### config.mk
export PLATFORM = sky130hd
export DESIGN_NAME = ks_add_rr_scheduler
export DESIGN_NICKNAME = d
export VERILOG_FILES = /design/src/rtl/ks_add_rr_scheduler.sv
export SDC_FILE = /design/constraint.sdc
export NUM_CORES = 1
export LEC_CHECK = 0
export ABC_AREA = 1
export ABC_CLOCK_PERIOD_IN_PS = 5620
export BUFFER_PORTS_ARGS = -buffer_cell sky130_fd_sc_hd__buf_2
export CAP_MARGIN = 20
export CORE_ASPECT_RATIO = 0.9
export CORE_MARGIN = 3
export CORE_UTILIZATION = 30
export CTS_CLUSTER_SIZE = 20
export DETAILED_ROUTE_END_ITERATION = 7
export GPL_TIMING_DRIVEN = 1
export SLEW_MARGIN = 0
export SYNTH_ARGS = -nofsm -noshare
export SYNTH_HDL_FRONTEND = slang
export SYNTH_SLANG_ARGS = --single-unit
### constraint.sdc
create_clock -name CLK -period 5.62 [get_ports CLK]
set_input_delay 0.843 -clock CLK [delete_from_list [all_inputs] [get_ports CLK]]
set_output_delay 0.843 -clock CLK [all_outputs]
set_load 0.03 [all_outputs]
### src/rtl/ks_add_rr_scheduler.sv
// Round-robin scheduler sharing one registered adder between NREQ requesters, with tagged
// in-order responses through a credit-protected FIFO. Optional carry chaining: KS_SCHED_CHAIN_EN.
module ks_add_rr_scheduler #(
  parameter int BW     = 16,
  parameter int NREQ   = 4,
  parameter int LAT    = 1,
  parameter int FDEPTH = 4
) (
  input  logic                     CLK,
  input  logic                     RESET,
  input  logic [NREQ-1:0]          req_valid,
  output logic [NREQ-1:0]          req_ready,
  input  logic [NREQ*BW-1:0]       req_a,
  input  logic [NREQ*BW-1:0]       req_b,
  input  logic [NREQ-1:0]          req_cin,
`ifdef KS_SCHED_CHAIN_EN
  input  logic [NREQ-1:0]          req_chain,
`endif
  output logic [BW-1:0]            add_a,
  output logic [BW-1:0]            add_b,
  output logic                     add_cin,
  input  logic [BW-1:0]            add_sum,
  input  logic                     add_cout,
  output logic                     rsp_valid,
  input  logic                     rsp_ready,
  output logic [$clog2(NREQ)-1:0]  rsp_id,
  output logic [BW-1:0]            rsp_sum,
  output logic                     rsp_cout
);
  localparam int IDW = $clog2(NREQ);
  localparam int CW  = $clog2(FDEPTH + 1);
  localparam int PW  = (FDEPTH > 1) ? $clog2(FDEPTH) : 1;
  localparam int EW  = IDW + BW + 1;

  logic [IDW-1:0]  ptr_q, ptr_d;
  logic [CW-1:0]   credits_q, credits_d, count_q, count_d;
  logic [PW-1:0]   wr_ptr_q, wr_ptr_d, rd_ptr_q, rd_ptr_d;
  logic            sr_valid_q [LAT];
  logic            sr_valid_d [LAT];
  logic [IDW-1:0]  sr_id_q [LAT];
  logic [IDW-1:0]  sr_id_d [LAT];
  logic [EW-1:0]   fifo_mem [FDEPTH];
  logic [EW-1:0]   head;
  logic [NREQ-1:0] eligible;
  logic [IDW-1:0]  grant_id;
  logic            grant_any, push, pop;
  int              idx;

`ifdef KS_SCHED_CHAIN_EN
  logic            lock_q, lock_d, pend_q, pend_d, carry_q, carry_d;
  logic [IDW-1:0]  lock_id_q, lock_id_d;
  logic            sr_chain_q [LAT];
  logic            sr_chain_d [LAT];
  logic            chain_ret, chain_ok;

  // The chained beat's result is the newest in flight, so its tag marks when the carry is back.
  assign chain_ret = sr_valid_q[LAT-1] & sr_chain_q[LAT-1];
  assign chain_ok  = !pend_q || chain_ret;
  always_comb begin
    eligible = req_valid;
    if (lock_q) eligible = req_valid & (NREQ'(1) << lock_id_q) & {NREQ{chain_ok}};
  end
`else
  assign eligible = req_valid;
`endif

  always_comb begin
    grant_any = 1'b0;
    grant_id  = '0;
    idx       = 0;
    if (!RESET && credits_q != '0) begin
      for (int k = 0; k < NREQ; k++) begin
        idx = (int'(ptr_q) + k) % NREQ;
        if (!grant_any && eligible[idx]) begin
          grant_any = 1'b1;
          grant_id  = IDW'(idx);
        end
      end
    end
  end

  always_comb begin
    req_ready = '0;
    add_a     = '0;
    add_b     = '0;
    add_cin   = 1'b0;
    if (grant_any) begin
      req_ready[grant_id] = 1'b1;
      add_a   = req_a[grant_id*BW +: BW];
      add_b   = req_b[grant_id*BW +: BW];
      add_cin = req_cin[grant_id];
`ifdef KS_SCHED_CHAIN_EN
      if (lock_q) add_cin = pend_q ? add_cout : carry_q;
`endif
    end
  end

  assign push = sr_valid_q[LAT-1];
  assign pop  = rsp_ready && (count_q != '0);

  always_comb begin
    sr_valid_d[0] = grant_any;
    sr_id_d[0]    = grant_id;
    for (int i = 1; i < LAT; i++) begin
      sr_valid_d[i] = sr_valid_q[i-1];
      sr_id_d[i]    = sr_id_q[i-1];
    end
    ptr_d = ptr_q;
    if (grant_any) ptr_d = (grant_id == IDW'(NREQ - 1)) ? '0 : grant_id + 1'b1;
    // A grant and a pop in the same cycle cancel out.
    credits_d = credits_q - CW'(grant_any) + CW'(pop);
    count_d   = count_q + CW'(push) - CW'(pop);
    wr_ptr_d  = wr_ptr_q;
    rd_ptr_d  = rd_ptr_q;
    if (push) wr_ptr_d = (wr_ptr_q == PW'(FDEPTH - 1)) ? '0 : wr_ptr_q + 1'b1;
    if (pop)  rd_ptr_d = (rd_ptr_q == PW'(FDEPTH - 1)) ? '0 : rd_ptr_q + 1'b1;
  end

`ifdef KS_SCHED_CHAIN_EN
  always_comb begin
    lock_d        = lock_q;
    lock_id_d     = lock_id_q;
    pend_d        = pend_q;
    carry_d       = carry_q;
    sr_chain_d[0] = grant_any & req_chain[grant_id];
    for (int i = 1; i < LAT; i++) sr_chain_d[i] = sr_chain_q[i-1];
    if (chain_ret) begin
      carry_d = add_cout;
      pend_d  = 1'b0;
    end
    if (grant_any) begin
      lock_d    = req_chain[grant_id];
      lock_id_d = grant_id;
      if (req_chain[grant_id]) pend_d = 1'b1;
    end
  end

  always_ff @(posedge CLK) begin
    if (RESET) begin
      lock_q    <= 1'b0;
      lock_id_q <= '0;
      pend_q    <= 1'b0;
      carry_q   <= 1'b0;
      for (int i = 0; i < LAT; i++) sr_chain_q[i] <= 1'b0;
    end else begin
      lock_q    <= lock_d;
      lock_id_q <= lock_id_d;
      pend_q    <= pend_d;
      carry_q   <= carry_d;
      for (int i = 0; i < LAT; i++) sr_chain_q[i] <= sr_chain_d[i];
    end
  end
`endif

  always_ff @(posedge CLK) begin
    if (RESET) begin
      ptr_q     <= '0;
      credits_q <= CW'(FDEPTH);
      count_q   <= '0;
      wr_ptr_q  <= '0;
      rd_ptr_q  <= '0;
      for (int i = 0; i < LAT; i++) begin
        sr_valid_q[i] <= 1'b0;
        sr_id_q[i]    <= '0;
      end
    end else begin
      ptr_q     <= ptr_d;
      credits_q <= credits_d;
      count_q   <= count_d;
      wr_ptr_q  <= wr_ptr_d;
      rd_ptr_q  <= rd_ptr_d;
      for (int i = 0; i < LAT; i++) begin
        sr_valid_q[i] <= sr_valid_d[i];
        sr_id_q[i]    <= sr_id_d[i];
      end
    end
  end

  always_ff @(posedge CLK) begin
    if (!RESET && push) fifo_mem[wr_ptr_q] <= {sr_id_q[LAT-1], add_cout, add_sum};
  end

  // Head fields are masked so an empty FIFO presents zeros rather than stale data.
  assign head      = fifo_mem[rd_ptr_q];
  assign rsp_valid = !RESET && (count_q != '0);
  assign rsp_id    = rsp_valid ? head[EW-1 -: IDW] : '0;
  assign rsp_cout  = rsp_valid ? head[BW] : 1'b0;
  assign rsp_sum   = rsp_valid ? head[BW-1:0] : '0;
endmodule

[Word level (Yosys, flattened, before mapping)]
Memory sizes are Yosys's and may differ from the RTL's. A register that Yosys moved wholly into a read port is not among the register bits.
Index checks and enable logic that the tools add are counted.
Cells by class
  reduce and logical (&&, ||, !) cells: 19
  $lt $le $gt $ge: 6
  equal/unequal tests: 3
  mux-type cells: 49
  bitwise operators: 3
  shifts and indexed selects: 2
  add/sub/neg operators: 10
Operators with widths (number)
  $shiftx 64x7->16: 2
  $mux 16: 3
  $mux 1: 27
  $mux 2: 12
  $lt 3x4->1 const B: 3
  $bmux 1 s2: 5
  $add 2x1->2 const B: 4
  $logic_and 1x1->1: 8
  $reduce_or 2->1: 4
  $add 3x1->3: 2
  $eq 2x2->1 const B: 3
  $lt 2x3->1 const B: 2
  $reduce_bool 3->1: 2
  $sub 3x1->3: 2
  $add 2x2->2 const B: 2
  $logic_not 1->1: 4
  $mux 4: 1
  $and 1x1->1 const A: 3
  $demux 1 s2: 1
  $ge 2x1->1 const B: 1
  $reduce_or 1->1: 1
Storage, ports and cells
  bits in writable memories: 79
  bits in registers: 12
  memories kept: 3
  output and inout bits: 57
  logic and storage cells: 100
Memories
  fifo_mem: words 4, bits a word 19, read ports 1, clocked after Yosys merged registers in 1, write ports 1, line 42  | logic [EW-1:0] fifo_mem [FDEPTH];
  sr_id_q: words 1, bits a word 2, read ports 1, clocked after Yosys merged registers in 0, write ports 1, line 40  | logic [IDW-1:0] sr_id_q [LAT];
  sr_valid_q: words 1, bits a word 1, read ports 1, clocked after Yosys merged registers in 0, write ports 1, line 38  | logic sr_valid_q [LAT];

[Logic depth before layout (Yosys ltp)]
Gate-level depths: netlist (run 1).
  depth in word-level cells: 22
  depth in mapped cells: 18
  mapped depth without buffers: 16

[Worst setup path before layout (run 1)]
No wires, ideal clock.
  path kind: input to output
  from: in req_valid[3]
  to: out req_ready[3]
  arrival time: 2495 ps
  slack: 2282 ps
  buffers on the path: 1
  stages: 13
  cells stage by stage: inv_1 -> nand2_1 -> nand3_1 -> nand2_1 -> nor2_2 -> nand3_1 -> nand3_1 -> nand2_2 -> inv_2 -> buf_2 -> ha_1 -> inv_1 -> nor2_1
Between the ends
  cells in the longest elaborated chain, start to end: 21
  elaborated cells between the ends (all ways): 36
  classes of those cells: 2 x order compare; 27 x mux; 7 x reduce/logical
Ends and longest elaborated chain
  start: declaration: line 11  | input logic [NREQ-1:0] req_valid,
  $bmux 1 s2: line 74  | if (!grant_any && eligible[idx]) begin
  $mux 1 (not written as such): line 74
  $mux 1: line 74
  $mux 1: line 71  | if (!RESET && credits_q != '0) begin
  $logic_not 1->1: line 74
  $logic_and 1x1->1: line 74
  $mux 1: line 74
  $mux 1: line 71
  [... 6 more ...]
  $mux 2 (*): line 74
  $mux 2 (*): line 71
  named net grant_id[1]: line 45  | logic [IDW-1:0] grant_id;
  $lt 2x3->1 (not written as such) / $ge 2x1->1 (equally long branches): line 88  | req_ready[grant_id] = 1'b1;
  $logic_and 1x1->1 (not written as such): line 88
  $mux 1 (not written as such): line 88
  $demux 1 s2 (*): line 88
  $mux 4 (*): line 87  | if (grant_any) begin
  end: declaration: line 12  | output logic [NREQ-1:0] req_ready,
Mark *: on every way through the listed nets, which the timed path passes. The rest lies on a longest branch. The select of a mux whose other input is x is not followed.

[Final worst setup path (run 1)]
  from: reg ptr_q[0]
  to: out add_a[5]
Between the ends
  cells in the longest elaborated chain, start to end: 18
  elaborated cells between the ends (all ways): 35
  classes of those cells: 3 x add/sub; 1 x shift; 25 x mux; 6 x reduce/logical
Ends and longest elaborated chain
  start: declaration: line 35  | logic [IDW-1:0] ptr_q, ptr_d;
  start signal: assignment: line 167  | ptr_q <= ptr_d;
  branches (longest 17 deep; another with $add 2x1->2)
  $mux 16 (*): line 87
  end: declaration: line 19  | output logic [BW-1:0] add_a,
Every way passes the cells marked *. The select of a mux whose other input is x is not followed.

==> qor.csv, run 1 <==
stage;metric;value;unit
run_status;status;finished clean;
grt;antenna_found_initial;3;
timing;rsz0062_at_grt;no;
floorplan;core;0.0179;mm²
detailed_routing;viasPerCell;4.50;
yosys;synth_fp_nets;920;
timing;max_slew_margin;39.2;%
finish;drive_gt1_share;27.4;%
finish;fillCellCount;1874;
yosys;synth_ff_type;edfxtp_1;
grt;grt_start_max_net_pins;73;
timing;fin_crit_sh;78.0;%
grt;grtUsageMet1;18.2;%
yosys;yosysWarnings;0;
floorplan;dieArea;0.0202;mm²
yosys;synth.distinct_cells;31;
clock_network;cts_resized;0;
place;hpwl;11.3;mm
timing;maxSlewViolCount;0;
timing;fin_ws;1.23;ns
floorplan;start_util;31.0;%
clock_network;clockBufferDepth;2;
critical_path;crit_path_start_kind;flop;
critical_path;worstSetupPathType;reg2out;
clock_network;h-tree-depth;3;
clock_network;root_buffer;clkbuf_16;
place;io_buffer_count;212;
floorplan;fp.dieW;149;µm
detailed_routing;drc;0;
clock_network;cts-buffers-inserted;9;
timing;skew;0.0116;ns
yosys;netlist_instances;749;
detailed_routing;vias;5342;
timing;finalSetupTns;0;ns
grt;grt_first_pass_wirelength;24.4;mm
yosys;synth_seq_cells;93;
yosys;avgSynthCellArea;7.42;µm²
clock_network;clk_latency;0.33;ns
detailed_routing;postRouteAntennaNets;0;
detailed_routing;wl_per_cell;13.3;µm
grt;grtUsageMet3;4.30;%
floorplan;rows;46;
pwr;total_power;3.49;mW
detailed_routing;drt_pass1_iterations;4;
finish;instances_no_fill;1186;
yosys;synth_edf_count;76;
place;dp.cells;1167;
pwr;p_leak;3.63;nW
grt;grt_usage;15.0;%
yosys;yosysSeqAreaShare;47.2;%
timing;finalSetupViolCount;0;
yosys;synthArstFlopShare;0;%
clock_network;numClockSinks;93;
critical_path;crit_arrival;3.54;ns
grt;grt_pass1_vias;5007;
floorplan;io_pins;213;
place;place_congestion;0.882;
yosys;synth_area;0.00556;mm²
critical_path;end_kind;primary output;
place;dp_slack;1.26;ns
critical_path;critPathMaxFanout;72;
min_path;hp-class;reg2reg;
timing;max_clock_freq;0.228;GHz
grt;gr-total-overflow;0;
grt;busiest_layer;met2;
timing;tightest_slew;0.911;ns
pwr;ir_drop;326;µV
timing;min_period;4.39;ns
floorplan;die_y;135;µm
finish;fin_util;40.1;%
clock_network;cts_setup_buffers;0;
clock_network;cts_tree;done;
detailed_routing;drt_first_iter_violations;208;
critical_path;worstPathRequired;4.78;ns
detailed_routing;wl;15.8;mm
finish;final_nets;1111;
run;max-cap-violations;0;
grt;use_met2;26.1;%
pwr;power.density;486;mW/mm²
timing;hold_viol_final;0;
clock_network;ctsHoldBuffers;0;
clock_network;clk_pin_slew;0.07;ns
finish;syn2layout_area_growth;29.3;%
==> through the flow <==
stage / area, µm² / hold WS, ns
5_1_grt: 7180 / 0.492
4_1_cts: 7140 / 0.478
3_3_place_gp: 6740 / 0.460
6_report: 7180 / 0.479
3_5_place_dp: 6810 / 0.464
2_1_floorplan: 5560 / 0.438
==> where the power goes <==
| part | switching (mW) | internal, mW | leakage (nW) |
|---|---|---|---|
| clock network | 0.237 | 0.392 | 0.168 |
| registers | 0.0725 | 0.850 | 0.831 |
| logic | 1.36 | 0.575 | 2.63 |
==> placed cells by master (no fill, tap or decap), types with 3 or more instances in the layout <==
master     instances
buf_2            212
nor2_1           189
nand2_1          175
edfxtp_1          76
nand3_1           75
inv_1             67
o21ai_0           43
a21oi_1           23
dfxtp_1           17
ha_1              13
clkbuf_16         12
nor2_2             5
buf_4              5
inv_2              4
nand2_2            4
inv_4              3
buf_16             3
==> path summary, 6_finish.rpt <==
path / start / end / slack, ns / cells past startpoint
setup reg to reg: ptr_q[0] / credits_q[2] / 2.52 / 15
setup / recovery: ptr_q[0] / add_a[5] / 1.23 / 15
hold / removal: sr_id_q[0][1] / fifo_mem[3][18] / 0.48 / 0
hold reg to reg: sr_id_q[0][1] / fifo_mem[3][18] / 0.48 / 0
==> critical path, cell delays in order, from the launching register on <==
cell     delay [ns]
dfxtp_1        0.62
inv_6          0.09
nand2_1        0.10
nand3_1        0.09
nand2_1        0.12
nor2_2         0.07
nand3_2        0.07
nand2_4        0.08
inv_4          0.49
nand2_4        0.57
buf_4          0.39
nand2_1        0.07
nand3_1        0.06
nand2_1        0.10
nor2_1         0.05
buf_2          0.17
==> cells in the mapped netlist (all sizes together) (2+ instances only) <==
master	count	area share, %
dfxtp	17	6.1
a21oi	23	2.1
buf	22	2.8
clkbuf	20	1.4
nand2	181	13
a211oi	2	0.36
o21ai	43	3.9
inv	73	5.1
ha	13	2.9
edfxtp	76	41
fa	2	0.72
or2	2	0.23
nor2	194	13
nand3	76	6.9
==> cells by family after synthesis <==
logic type / share of synthesized area (%)
simple gates: 33.1
buf+inv: 9.26
flops: 47.2
compound gates: 6.49
fa+ha+maj: 3.65
xor+xnor: 0.315
==> state kept, by name, summed over array words and instances, names as in the netlist, named ones only <==
signal	cells
ptr_q	2
count_q	3
sr_valid_q	1
credits_q	3
fifo_mem	76
rd_ptr_q	2
sr_id_q	2
wr_ptr_q	2
==> per-layer routing <==
metal	vias to the layer above	routed length [µm]
li1	2760	-
met1	2376	6610
met2	173	7640
met3	27	1190
met4	6	287
met5	-	34
==> final cells by class <==
type / count / area [µm²] / share of cell area (%)
multi-input cells: 540 / 2430 / 33.8
well taps: 240 / 300 / 4.18
repair buffers: 222 / 1210 / 16.9
inverters: 74 / 285 / 3.97
clock buffers: 13 / 314 / 4.37
clock inverters: 3 / 17.5 / 0.244
flip-flops and latches: 93 / 2620 / 36.5
diodes: 1 / 2.50 / 0.0348
(Power assumes the default switching activity.)
==> run 2: changes to the inputs <==
Settings changed: ABC_CLOCK_PERIOD_IN_PS 5620 to 3500.
Clock period 5.62 ns to 3.5 ns, I/O delays scaled along.
==> qor.csv, run 2 (same netlist as run 1, synthesis figures left out) <==
stage;metric;value;unit;change
grt;grtUsageMet3;4.90;%;+0.60 points
detailed_routing;postRouteAntennaNets;0;;unchanged
place;dp_slack;0.487;ns;-0.772 ns
clock_network;clockBufferDepth;2;;unchanged
clock_network;cts-buffers-inserted;9;;unchanged
detailed_routing;drt_pass1_iterations;4;;unchanged
pwr;ir_drop;459;µV;+41%
timing;tightest_slew;0.692;ns;-0.219 ns
finish;layout.area.seq;0.00262;mm²;about the same
floorplan;fp.dieW;149;µm;unchanged
finish;final_nets;1119;;+0.72%
clock_network;cts_tree;done;;
grt;grt_first_pass_wirelength;24.3;mm;-0.42%
finish;syn2layout_area_growth;29.3;%;about the same
critical_path;critPathMaxFanout;29;;-60%
floorplan;dieArea;0.0202;mm²;unchanged
grt;grt_start_max_net_pins;60;;-18%
finish;multi_input_area;0.00243;mm²;unchanged
grt;busiest_layer;met2;;
clock_network;clk_latency;0.35;ns;+0.02 ns
critical_path;end_kind;primary output;;
grt;grtUsageMet1;18.0;%;-0.29 points
floorplan;rows;46;;unchanged
finish;drive_gt1_share;28.0;%;+0.64 points
finish;largest_register_ffs;76;;unchanged
critical_path;crit_arrival;2.66;ns;-0.88 ns
timing;max_clock_freq;0.313;GHz;
clock_network;root_buffer;clkbuf_16;;
timing;maxSlewViolCount;0;;unchanged
grt;antenna_found_initial;3;;unchanged
timing;fin_ws;0.310;ns;-0.924 ns
grt;gr-total-overflow;0;;unchanged
grt;use_met2;26.2;%;+0.13 points
finish;regMostFlops;fifo_mem;;
run_status;status;finished clean;;
timing;min_period;3.19;ns;
detailed_routing;vias;5371;;+0.54%
timing;finalSetupViolCount;0;;unchanged
clock_network;h-tree-depth;3;;unchanged
floorplan;start_util;31.0;%;unchanged
clock_network;clk_pin_slew;0.07;ns;about the same
timing;hold_ws;0.400;ns;-0.0793 ns
timing;fin_crit_sh;91.1;%;
run;max-cap-violations;0;;unchanged
timing;skew;0.0102;ns;-0.00144 ns
timing;max_slew_margin;53.6;%;+14 points
grt;grt_pass1_vias;4979;;-0.56%
place;hpwl;11.5;mm;+2.0%
grt;grt_usage;15.3;%;+0.23 points
timing;rsz0062_at_grt;no;;
finish;layout_commonest_cell;buf_2;;
timing;finalSetupTns;0;ns;unchanged
pwr;p_leak;3.64;nW;+0.25%
detailed_routing;drc;0;;unchanged
detailed_routing;wl_per_cell;13.1;µm;-1.1%
detailed_routing;wl;15.7;mm;-0.42%
finish;top_regs;fifo_mem (76), count_q (3), credits_q (3);;
floorplan;die_y;135;µm;unchanged
pwr;power.density;783;mW/mm²;+61%
detailed_routing;drt_first_iter_violations;240;;+15%
finish;fillCellCount;1859;;-0.80%
floorplan;io_pins;213;;unchanged
place;io_buffer_count;212;;unchanged
min_path;hp-class;in2reg;;
finish;final_cell_mix;buf_2, nor2_1, nand2_1;;
critical_path;crit_path_start_kind;flop;;
place;place_congestion;0.886;;+0.41%
timing;hold_viol_final;0;;unchanged
critical_path;worstPathRequired;2.97;ns;-1.81 ns
detailed_routing;viasPerCell;4.50;;-0.13%
floorplan;core;0.0179;mm²;unchanged
clock_network;numClockSinks;93;;unchanged
critical_path;worstSetupPathType;reg2out;;
run 2: cell count changes in the layout (fill, tap and decap cells not counted), moves of 2 or more:
cell,change
clkinvlp_4,+2
buf_12,+3
clkbuf_16,-3
buf_16,-2
inv_4,-2
buf_8,-2
buf_4,+9
run 2: power breakdown:
group	leakage (nW)	total, mW	internal [mW]	switching (mW)
Combinational	2.67	3.22	1.00	2.22
Clock	0.138	0.953	0.549	0.404
Sequential	0.832	1.45	1.37	0.0840
run 2: critical path: stages (launching register included):
cell and delay (ns):
dfxtp_2 0.46, inv_6 0.08, nand2_1 0.07, nand2_2 0.08, nand2_2 0.07, nand2_1 0.06
nor2_2 0.15, nand3_2 0.11, nand2_4 0.12, inv_4 0.09, nand2_4 0.27, buf_12 0.21
nand2_1 0.07, nand3_1 0.06, nand2_1 0.05, nor2_1 0.12, buf_2 0.22
run 2: layout make-up:
| cell class | instances | area share, % |
|---|---|---|
| diodes | 2 | 0.0697 |
| clock inverters | 6 | 0.888 |
| flip-flops and latches | 93 | 36.5 |
| inverters | 74 | 3.97 |
| well taps | 240 | 4.18 |
| repair buffers | 230 | 17.4 |
| clock buffers | 9 | 3.13 |
| multi-input cells | 540 | 33.8 |
run 2: stage by stage:
| stage | total power, mW | utilization (%) | cells | cell area [µm²] |
|---|---|---|---|---|
| floorplan | 3.87 | - | 749 | 5560 |
| global placement | 4.68 | 38.3 | 1176 | 6860 |
| detailed placement | 4.69 | 38.3 | 1176 | 6860 |
| CTS | 5.65 | 40.0 | 1191 | 7150 |
| global route | 6.10 | 40.1 | 1192 | 7180 |
| finish | 5.63 | 40.1 | 1194 | 7190 |
run 2: timing repair:
| item | in CTS | in global routing |
|---|---|---|
| hold buffers | 0 | 0 |
| hold endpoints to repair | 0 | 0 |
| endpoints found under the setup margin | 0 | 28 |
| gates resized for setup | 0 | 1 |
| setup buffers | 0 | 0 |
run 2: final timing paths:
kind,start,endpoint,slack (ns),cells past startpoint
worst max-delay path,ptr_q[0],add_b[13],0.31,16
worst max register to register,ptr_q[0],credits_q[2],0.89,16
worst min register to register,sr_id_q[0][1],fifo_mem[0][18],0.48,0
worst min-delay path,add_sum[2],fifo_mem[0][2],0.40,1
run 2: per-layer routing:
layer,vias to the layer above,part of all wire (%)
met4,6,1.9
met2,177,48
met3,20,8.4
li1,2787,-
met5,-,0.19
met1,2381,41
